==> config.mk <==
export PLATFORM = sky130hd
export DESIGN_NAME = alu_instr_sequencer_flat
export DESIGN_NICKNAME = d
export VERILOG_FILES = /design/src/rtl/alu_instr_sequencer_pkg.sv /design/src/rtl/alu_instr_sequencer_if.sv /design/src/rtl/alu_instr_sequencer_fifo.sv /design/src/rtl/alu_instr_sequencer.sv /design/src/flat_wrapper.sv
export SDC_FILE = /design/constraint.sdc
export NUM_CORES = 1
export LEC_CHECK = 0
export CAP_MARGIN = 20
export CORE_ASPECT_RATIO = 1.5
export CORE_MARGIN = 2
export CORE_UTILIZATION = 30
export DETAILED_ROUTE_END_ITERATION = 7
export PLACE_DENSITY = 0.52
export SYNTH_ARGS = -nofsm -noshare
export SYNTH_HDL_FRONTEND = slang
export SYNTH_SLANG_ARGS = --single-unit
==> constraint.sdc <==
create_clock -name clk -period 3.15 [get_ports clk]
set_input_delay 0.4725 -clock clk [delete_from_list [all_inputs] [get_ports clk]]
set_output_delay 0.4725 -clock clk [all_outputs]
set_load 0.005 [all_outputs]
==> src/rtl/alu_instr_sequencer_pkg.sv <==
// Shared widths, ALU opcodes and sequencer types for the alu_regfile issue stage.
package alu_instr_sequencer_pkg;

  localparam int REGFILE_WIDTH      = 8;
  localparam int ALU_OUTPUT_WIDTH   = 9;
  localparam int REGFILE_ADDR_WIDTH = 3;

  typedef enum logic [2:0] {
    ALU_ADD    = 3'd0,
    ALU_SUB    = 3'd1,
    ALU_AND    = 3'd2,
    ALU_OR     = 3'd3,
    ALU_XOR    = 3'd4,
    ALU_PASS_A = 3'd5
  } aluop_t;

  typedef enum logic {
    LOAD   = 1'b0,
    ALU_OP = 1'b1
  } instr_kind_t;

  typedef enum logic [1:0] {
    IDLE = 2'd0,
    EXEC = 2'd1,
    WB   = 2'd2
  } seq_state_t;

  typedef struct packed {
    instr_kind_t                   kind;
    aluop_t                        op;
    logic [REGFILE_ADDR_WIDTH-1:0] dst;
    logic [REGFILE_ADDR_WIDTH-1:0] src1;
    logic [REGFILE_ADDR_WIDTH-1:0] src2;
    logic [REGFILE_WIDTH-1:0]      imm;
    logic                          use_carry;
  } instr_t;

endpackage

==> src/rtl/alu_instr_sequencer_if.sv <==
// Instruction offer channel: valid/ready handshake plus the decoded instruction fields.
interface alu_instr_sequencer_if;
  import alu_instr_sequencer_pkg::*;

  logic                          instr_valid;
  logic                          instr_ready;
  instr_kind_t                   instr_kind;
  aluop_t                        instr_op;
  logic [REGFILE_ADDR_WIDTH-1:0] instr_dst;
  logic [REGFILE_ADDR_WIDTH-1:0] instr_src1;
  logic [REGFILE_ADDR_WIDTH-1:0] instr_src2;
  logic [REGFILE_WIDTH-1:0]      instr_imm;
  logic                          instr_use_carry;

  modport master (
    output instr_valid, instr_kind, instr_op, instr_dst, instr_src1, instr_src2,
           instr_imm, instr_use_carry,
    input  instr_ready
  );

  modport slave (
    input  instr_valid, instr_kind, instr_op, instr_dst, instr_src1, instr_src2,
           instr_imm, instr_use_carry,
    output instr_ready
  );

endinterface

==> src/rtl/alu_instr_sequencer_fifo.sv <==
// Small instruction queue; the head entry is visible combinationally on pop_data.
module instr_fifo
  import alu_instr_sequencer_pkg::*;
#(
  parameter int  DEPTH = 4,
  parameter type T     = instr_t
) (
  input  logic clk,
  input  logic rst,
  input  logic push,
  input  T     push_data,
  input  logic pop,
  output T     pop_data,
  output logic full,
  output logic empty
);

  localparam int PW = $clog2(DEPTH);

  T               mem [DEPTH];
  logic [PW-1:0]  wr_ptr;
  logic [PW-1:0]  rd_ptr;
  logic [PW:0]    count;
  logic           do_push;
  logic           do_pop;

  assign full     = (count == (PW+1)'(DEPTH));
  assign empty    = (count == '0);
  assign do_push  = push && !full;
  assign do_pop   = pop && !empty;
  assign pop_data = mem[rd_ptr];

  always_ff @(posedge clk) begin
    if (do_push) mem[wr_ptr] <= push_data;
  end

  // Pointers wrap naturally at the power-of-two depth; count disambiguates full/empty.
  always_ff @(posedge clk or posedge rst) begin
    if (rst) begin
      wr_ptr <= '0;
      rd_ptr <= '0;
      count  <= '0;
    end else begin
      if (do_push) wr_ptr <= wr_ptr + PW'(1);
      if (do_pop)  rd_ptr <= rd_ptr + PW'(1);
      case ({do_push, do_pop})
        2'b10:   count <= count + (PW+1)'(1);
        2'b01:   count <= count - (PW+1)'(1);
        default: count <= count;
      endcase
    end
  end

endmodule

==> src/rtl/alu_instr_sequencer.sv <==
// Issue stage for alu_regfile: queues instructions, sequences IDLE/EXEC/WB and
// tracks a carry flag across instructions for multi-precision chains.
module alu_instr_sequencer
  import alu_instr_sequencer_pkg::*;
#(
  parameter int FIFO_DEPTH = 4
) (
  input  logic                          clk,
  input  logic                          rst,
  alu_instr_sequencer_if.slave          instr_bus,
  output logic [REGFILE_ADDR_WIDTH-1:0] read_addr_1,
  output logic [REGFILE_ADDR_WIDTH-1:0] read_addr_2,
  output logic [REGFILE_ADDR_WIDTH-1:0] write_addr,
  output logic                          write_enable,
  output logic [REGFILE_WIDTH-1:0]      write_data,
  output logic                          carry_in,
  output aluop_t                        opcode,
  input  logic [ALU_OUTPUT_WIDTH-1:0]   alu_out,
  output logic                          result_valid,
  output logic [ALU_OUTPUT_WIDTH-1:0]   result,
  output logic                          carry_flag,
  output logic                          busy
);

  seq_state_t               state;
  seq_state_t               next_state;
  instr_t                   push_data;
  instr_t                   head;
  logic                     fifo_full;
  logic                     fifo_empty;
  logic                     pop;
  instr_kind_t              cur_kind;
  logic [REGFILE_WIDTH-1:0] cur_imm;
  logic                     cur_use_carry;

  always_comb begin
    push_data           = '0;
    push_data.kind      = instr_bus.instr_kind;
    push_data.op        = instr_bus.instr_op;
    push_data.dst       = instr_bus.instr_dst;
    push_data.src1      = instr_bus.instr_src1;
    push_data.src2      = instr_bus.instr_src2;
    push_data.imm       = instr_bus.instr_imm;
    push_data.use_carry = instr_bus.instr_use_carry;
  end

  assign instr_bus.instr_ready = !fifo_full;

  instr_fifo #(
    .DEPTH (FIFO_DEPTH),
    .T     (instr_t)
  ) u_fifo (
    .clk       (clk),
    .rst       (rst),
    .push      (instr_bus.instr_valid),
    .push_data (push_data),
    .pop       (pop),
    .pop_data  (head),
    .full      (fifo_full),
    .empty     (fifo_empty)
  );

  always_comb begin
    next_state = state;
    pop        = 1'b0;
    case (state)
      IDLE: begin
        if (!fifo_empty) begin
          pop        = 1'b1;
          next_state = (head.kind == ALU_OP) ? EXEC : WB;
        end
      end
      EXEC:    next_state = WB;
      WB:      next_state = IDLE;
      default: next_state = IDLE;
    endcase
  end

  // LOAD sets Result at pop so it is already valid during its WB pulse.
  always_ff @(posedge clk or posedge rst) begin
    if (rst) begin
      state         <= IDLE;
      cur_kind      <= LOAD;
      cur_imm       <= '0;
      cur_use_carry <= 1'b0;
      read_addr_1   <= '0;
      read_addr_2   <= '0;
      write_addr    <= '0;
      opcode        <= ALU_ADD;
      result        <= '0;
      carry_flag    <= 1'b0;
    end else begin
      state <= next_state;
      if (pop) begin
        cur_kind      <= head.kind;
        cur_imm       <= head.imm;
        cur_use_carry <= head.use_carry;
        write_addr    <= head.dst;
        if (head.kind == ALU_OP) begin
          read_addr_1 <= head.src1;
          read_addr_2 <= head.src2;
          opcode      <= head.op;
        end else begin
          result <= ALU_OUTPUT_WIDTH'(head.imm);
        end
      end
      if (state == EXEC) begin
        result     <= alu_out;
        carry_flag <= alu_out[ALU_OUTPUT_WIDTH-1];
      end
    end
  end

  assign write_enable = (state == WB);
  assign result_valid = (state == WB);
  assign carry_in     = (state == EXEC) && cur_use_carry && carry_flag;
  assign busy         = (state != IDLE) || !fifo_empty;

  always_comb begin
    write_data = '0;
    if (state == WB) write_data = (cur_kind == ALU_OP) ? result[REGFILE_WIDTH-1:0] : cur_imm;
  end

endmodule

==> src/flat_wrapper.sv <==
// flat-port wrapper written by rule: the top's interface ports become plain ports
module alu_instr_sequencer_flat import alu_instr_sequencer_pkg::*;
#(
  parameter int FIFO_DEPTH = 4
)
  (clk, rst, read_addr_1, read_addr_2, write_addr, write_enable, write_data, carry_in, opcode, alu_out, result_valid, result, carry_flag, busy, instr_bus_instr_valid, instr_bus_instr_kind, instr_bus_instr_op, instr_bus_instr_dst, instr_bus_instr_src1, instr_bus_instr_src2, instr_bus_instr_imm, instr_bus_instr_use_carry, instr_bus_instr_ready);
  alu_instr_sequencer_if instr_bus_i ();
  input  logic clk;
  input  logic rst;
  output logic [REGFILE_ADDR_WIDTH-1:0] read_addr_1;
  output logic [REGFILE_ADDR_WIDTH-1:0] read_addr_2;
  output logic [REGFILE_ADDR_WIDTH-1:0] write_addr;
  output logic write_enable;
  output logic [REGFILE_WIDTH-1:0] write_data;
  output logic carry_in;
  output aluop_t opcode;
  input  logic [ALU_OUTPUT_WIDTH-1:0] alu_out;
  output logic result_valid;
  output logic [ALU_OUTPUT_WIDTH-1:0] result;
  output logic carry_flag;
  output logic busy;
  input wire logic [$bits(instr_bus_i.instr_valid)-1:0] instr_bus_instr_valid;
  input wire logic [$bits(instr_bus_i.instr_kind)-1:0] instr_bus_instr_kind;
  input wire logic [$bits(instr_bus_i.instr_op)-1:0] instr_bus_instr_op;
  input wire logic [$bits(instr_bus_i.instr_dst)-1:0] instr_bus_instr_dst;
  input wire logic [$bits(instr_bus_i.instr_src1)-1:0] instr_bus_instr_src1;
  input wire logic [$bits(instr_bus_i.instr_src2)-1:0] instr_bus_instr_src2;
  input wire logic [$bits(instr_bus_i.instr_imm)-1:0] instr_bus_instr_imm;
  input wire logic [$bits(instr_bus_i.instr_use_carry)-1:0] instr_bus_instr_use_carry;
  output wire logic [$bits(instr_bus_i.instr_ready)-1:0] instr_bus_instr_ready;
  assign instr_bus_i.instr_valid = instr_bus_instr_valid;
  assign instr_bus_i.instr_kind = instr_bus_instr_kind;
  assign instr_bus_i.instr_op = instr_bus_instr_op;
  assign instr_bus_i.instr_dst = instr_bus_instr_dst;
  assign instr_bus_i.instr_src1 = instr_bus_instr_src1;
  assign instr_bus_i.instr_src2 = instr_bus_instr_src2;
  assign instr_bus_i.instr_imm = instr_bus_instr_imm;
  assign instr_bus_i.instr_use_carry = instr_bus_instr_use_carry;
  assign instr_bus_instr_ready = instr_bus_i.instr_ready;
  alu_instr_sequencer #(.FIFO_DEPTH(FIFO_DEPTH)) u_core (.clk(clk), .rst(rst), .instr_bus(instr_bus_i), .read_addr_1(read_addr_1), .read_addr_2(read_addr_2), .write_addr(write_addr), .write_enable(write_enable), .write_data(write_data), .carry_in(carry_in), .opcode(opcode), .alu_out(alu_out), .result_valid(result_valid), .result(result), .carry_flag(carry_flag), .busy(busy));
endmodule
After elaboration in Yosys (flattened, before gate mapping)
Memories as Yosys holds them, arrays and structs flattened.
Index checks and enable logic that the tools add are counted.

word-level totals
  output and inout bits = 35
  register bits after elaboration = 41
  input bits = 34
  memories = 1
  RAM bits = 88

memory list
  memory             words  width  rd ports  clocked after Yosys merged registers in  write ports  RTL line                        RTL
  u_core.u_fifo.mem  4      22     1         0                                        1            alu_instr_sequencer_fifo.sv:20  T mem [DEPTH];

operators by class
  multiplexer cells = 13
  reductions and logical operators = 14
  $add $sub $neg = 4
  eq/ne operators = 7

operators by type and width
  kind                 number
  $mux 9               3
  $mux 8               2
  $pmux 3 s2           1
  $reduce_bool 2->1    3
  $add 2x1->2 const B  2
  $eq 2x1->1 const B   2
  $eq 2x2->1 const B   2
  $logic_and 1x1->1    4
  $mux 1               4
  $mux 2               2
  $ne 2x2->1 const B   2
  $pmux 2 s2           1
  $reduce_and 2->1     2
  $add 3x1->3 const B  1
  $eq 3x3->1 const B   1
  $logic_not 3->1      1
  $sub 3x1->3 const B  1
  $logic_not 1->1      2
  $logic_not 2->1      1
  $logic_or 1x1->1     1

Logic depth before layout (Yosys ltp)
  depth in word-level cells = 6
  mapped depth = 11
  gate-level depth less buffers = 9

Hierarchy
From an unflattened synthesis, not the netlist that was laid out.

second synthesis, totals
  cell total of the unflattened synthesis = 264
  area total of the unflattened synthesis = 5206.2 um^2

modules (own cells, without submodules)
  module               instances  area each (um^2)  sequential area each (um^2)  cells each
  instr_fifo           1          3643.5            2817.7                       153
  alu_instr_sequencer  1          1562.7            850.8                        111

Least setup slack after synthesis
No wires, ideal clock.

  kind = reg2reg
  start = register u_core.u_fifo.count[2]
  end = register u_core.u_fifo.count[2]
  library setup time = 0.125 ns
  stages on the path, launching flop included = 12
  required time = 3.025 ns
  data arrival time = 2.091 ns
  slack = 0.934 ns
  path buffers = 2
  path through = dfrtp_1 or3_1 buf_2 nand2_1 buf_4 inv_1 ha_1 inv_1 fa_1 xor2_1 nor2_1 xor2_1

on the way
  word-level cells in the longest chain between the ends = 6
  elaborated cells between the ends (all ways) = 14
  classes of those cells = add/sub (2); eq/ne (3); mux (3); reduce/logical (6)

RTL lines
  element                                                 RTL line                        RTL
  from (decl)                                             alu_instr_sequencer_fifo.sv:23  logic [PW:0] count;
  from (signal assigned)                                  alu_instr_sequencer_fifo.sv:47  2'b10: count <= count + (PW+1)'(1);
  from (signal assigned)                                  alu_instr_sequencer_fifo.sv:48  2'b01: count <= count - (PW+1)'(1);
  from (signal assigned)                                  alu_instr_sequencer_fifo.sv:49  default: count <= count;
  $logic_not 3->1 (*)                                     alu_instr_sequencer_fifo.sv:28  assign empty = (count == '0);
  $mux 1 (*)                                              alu_instr_sequencer.sv:68       if (!fifo_empty) begin
  $mux 1 (*)                                              alu_instr_sequencer.sv:66       case (state)
  via u_core.pop                                          alu_instr_sequencer.sv:31       logic pop;
  $logic_and 1x1->1 (*)                                   alu_instr_sequencer_fifo.sv:30  assign do_pop = pop && !empty;
  $eq 2x1->1 / $eq 2x2->1 (equally long branches)         alu_instr_sequencer_fifo.sv:46  case ({do_push, do_pop})
  $pmux 3 s2 / $reduce_bool 2->1 (equally long branches)  --

The timed path passes the listed nets; every way through them passes the cells marked *.
A chain may end at the register's enable or synchronous reset.

Final worst setup path
  start = register u_core.state[1]
  end = output port write_data[5]

on the way
  word-level cells in the longest chain between the ends = 2

RTL lines
  element                 RTL line                    RTL
  from (decl)             alu_instr_sequencer.sv:25   seq_state_t state;
  from (signal assigned)  alu_instr_sequencer.sv:93   state <= next_state;
  $eq 2x2->1              alu_instr_sequencer.sv:121  if (state == WB) write_data = (cur_kind == ALU_OP) ? result[REGFILE_WIDTH-1:0] : cur_imm;
  $mux 8                  alu_instr_sequencer.sv:121
  to (decl)               flat_wrapper.sv:14          output logic [REGFILE_WIDTH-1:0] write_data;

No other way between the ends.

==> metrics.md <==
| Metric | Value |
|---|---|
| Status | `finished clean` |
| Buffer count from post-CTS setup fixing | `0` |
| Asr flop ratio synth | `31.8%` |
| Largest net degree at the start of global routing | `33` |
| Final Util | `39.6%` |
| Final Cell Area | `6660 sq um` |
| Commonest non-fill, non-tap cell in the layout | `edfxtp_1` |
| TritonCTS Buffers | `17` |
| Critical path buffers and inverters | `1` |
| Endpoints failing hold | `0` |
| CP Data Arrival Time | `2.03 ns` |
| Max Cap Viol | `0` |
| GPL Wtd Cong | `0.716` |
| Tightest Pin Transition | `0.686 ns` |
| Layout cells sized above 1 | `22.6%` |
| Critical Path RT | `2.68 ns` |
| Post-synthesis sequential area ratio | `70.9%` |
| Top cells by area, synth | `edfxtp_1 51%, dfrtp_1 20%, mux4_2 9.6%` |
| Synth Area per Inst | `18.2 sq um` |
| Min-delay worst type | `input pin to async pin` |
| Vias | `2752` |
| Die Footprint | `18300 sq um` |
| Crit path time final | `2.51 ns` |
| Final HPWL DP | `6.80 mm` |
| Distinct cells, synth | `31` |
| Most frequent cells in the layout | `88 x edfxtp_1, 68 x clkdlybuf4s50_1, 41 x dfrtp_1, 22 x mux4_2, 18 x nor2_1` |
| Clk Latency, worst-skew pair | `0.40 ns` |
| Setup TNS | `0 ns` |
| Initial antenna violation count | `1` |
| Routed WL | `10.5 mm` |
| Clock-pin slew on the worst setup and hold paths | `0.06 ns` |
| Longest Clk Path Bufs | `2` |
| Setup crit end kind | `output pin` |
| Final Max Tran Viols | `0` |
| Largest area contributor in the netlist | `edfxtp_1` |
| CP Launch Type | `register` |
| Die Y | `165 microns` |
| Worst path slowest cell | `dfrtp_1` |
| First-pass GRT wire length | `16.6 mm` |
| CTS tree | `yes` |
| Tcrit/Tclk final | `79.6%` |
| Layout net count | `404` |
| Critical path class | `register to output pin` |
| DRT Pass-1 Iters | `4` |
| GR Overflow Total | `0` |
| Initial DRC count | `137` |
| Root Buffer | `clkbuf_16` |
| Net Count, Synth | `324` |
| Post-synth EDFFs | `88` |
| Worst path top cell family by delay | `flip-flops` |
| Netlist Area Pre-Place | `5170 sq um` |
| Vias/cell | `4.68` |
| Die width | `111 microns` |
| CP Max Fanout | `14` |
| Dpl cell area | `6100 sq um` |
| Worst hold slack | `0.315 ns` |
| Final ANT Viol Nets | `0` |
| Gate Count Post-Synth | `284` |
| Worst clock skew | `0.00874 ns` |
| Max incr delay on CP | `0.59 ns` |
| Peak supply drop | `0.375 mV` |
| P&R area growth vs syn | `28.7%` |
| Core Rows | `58` |
| Leakage | `2.42 nW` |
| Synth warn | `0` |
| CTS Hold Bufs | `0` |
| Core Area | `16800 sq um` |
| Vias in the first global route | `3021` |
| Post-cts resize count | `0` |
| RSZ-0062 raised after global routing | `no` |
| Max frequency | `399 MHz` |
| Filler cell count | `1595` |
| TritonCTS Sinks | `129` |
| Post-DR wirelength/cell | `17.9 microns` |
| Power per cell area | `1030 nW/um^2` |
| DP Cell Count | `555` |
| Synth top area share | `51.1%` |
| Yosys reg bits | `129` |
| Crit path cell chain | `nand2b_1, nor2_1, clkdlybuf4s50_1` |
| Final setup violation count | `0` |
| # port buffers | `68` |
| Starting Density | `30.7%` |
| Slew headroom | `54.0%` |
| DRC Markers | `0` |
| GRT Util Overall | `12.2%` |
| CTS H-tree depth | `4` |
| Non-filler cells, final | `588` |
| Top FF cell, synth | `edfxtp_1` |
| # IOs | `69` |
==> flip-flops by register name (all words and copies together) (netlist names) <==
signal                count
u_core.read_addr_1        3
u_core.opcode             3
u_core.result             9
u_core.cur_use_carry      1
u_core.read_addr_2        3
u_core.u_fifo.count       3
u_core.cur_imm            8
u_core.carry_flag         1
u_core.u_fifo.wr_ptr      2
u_core.cur_kind           1
u_core.u_fifo.mem        88
u_core.state              2
u_core.u_fifo.rd_ptr      2
u_core.write_addr         3
==> worst paths after layout <==
path | from | end | slack, ns | cells after the start
max | u_core.state[1] | write_data[5] | 0.64 | 3
min | rst | u_core.read_addr_2[1] | 0.31 | 2
max reg2reg | u_core.u_fifo.count[0] | u_core.u_fifo.count[2] | 0.84 | 9
min reg2reg | u_core.carry_flag | u_core.carry_flag | 0.50 | 2
max in group asynchronous | rst | u_core.cur_imm[3] | 2.10 | 3
min in group clk | u_core.carry_flag | u_core.carry_flag | 0.50 | 2
==> metrics by stage <==
step                      power (mW)  setup WS [ns]
after floorplan                 4.21          0.934
after global placement          5.10          0.905
after detailed placement        5.14          0.859
after CTS                       6.99          0.593
after global routing            7.27          0.466
final                           6.86          0.643
==> cells in the mapped netlist (2+ instances only) <==
| cell type | number |
|---|---|
| buf_6 | 2 |
| xor2_1 | 2 |
| nand2b_1 | 2 |
| edfxtp_1 | 88 |
| nand4b_1 | 8 |
| mux2_4 | 8 |
| xnor2_1 | 4 |
| o31ai_1 | 9 |
| nand2_1 | 5 |
| mux4_2 | 22 |
| mux2_2 | 14 |
| dfrtp_1 | 41 |
| a31oi_1 | 8 |
| and3_1 | 5 |
| buf_2 | 3 |
| ha_1 | 5 |
| clkbuf_1 | 8 |
| nor2_1 | 18 |
| buf_4 | 2 |
| mux2i_1 | 9 |
| inv_1 | 11 |
==> power by group <==
part | internal, mW | total [mW] | switching, mW
combinational | 1.33 | 2.40 | 1.07
sequential | 2.36 | 2.65 | 0.289
clock | 1.09 | 1.81 | 0.722
total | 4.78 | 6.86 | 2.08
==> kinds of logic after synthesis <==
group	Yosys count	share of synthesized area [%]
muxes	53	16.7
DFF	129	70.9
adders and majority gates	6	1.60
and+or+nand+nor	45	4.91
xor gates and xnor gates	6	1.02
buffers and inverters	26	2.39
AOI/OAI and AO/OA	19	2.51
==> worst reg2reg max path: stages, from the launching register on <==
cell,delay [ns]
dfrtp_1,0.43
or3b_1,0.47
and2_1,0.23
inv_1,0.07
ha_1,0.17
inv_1,0.06
fa_1,0.38
xor2_1,0.15
nor2_1,0.11
xor2_1,0.15
==> final cells by class <==
type	instances	area [sq um]	area share (%)
flip-flops and latches	129	3670	55.1
multi-input cells	129	1380	20.8
repair buffers	76	741	11.1
clock buffers	17	425	6.39
well taps	210	263	3.95
clock inverters	14	133	1.99
inverters	11	41.3	0.620
diodes	2	5.00	0.0752
==> metal layers <==
layer | share of wire [%] | vias up | GRT usage (%)
li1 | - | 1259 | -
met1 | 40 | 1419 | 12.9
met2 | 55 | 64 | 22.4
met3 | 3.8 | 10 | 3.85
met4 | 1.6 | 0 | 4.99
met5 | 0 | - | 0
Note: power is estimated with default switching activity, not from simulation.
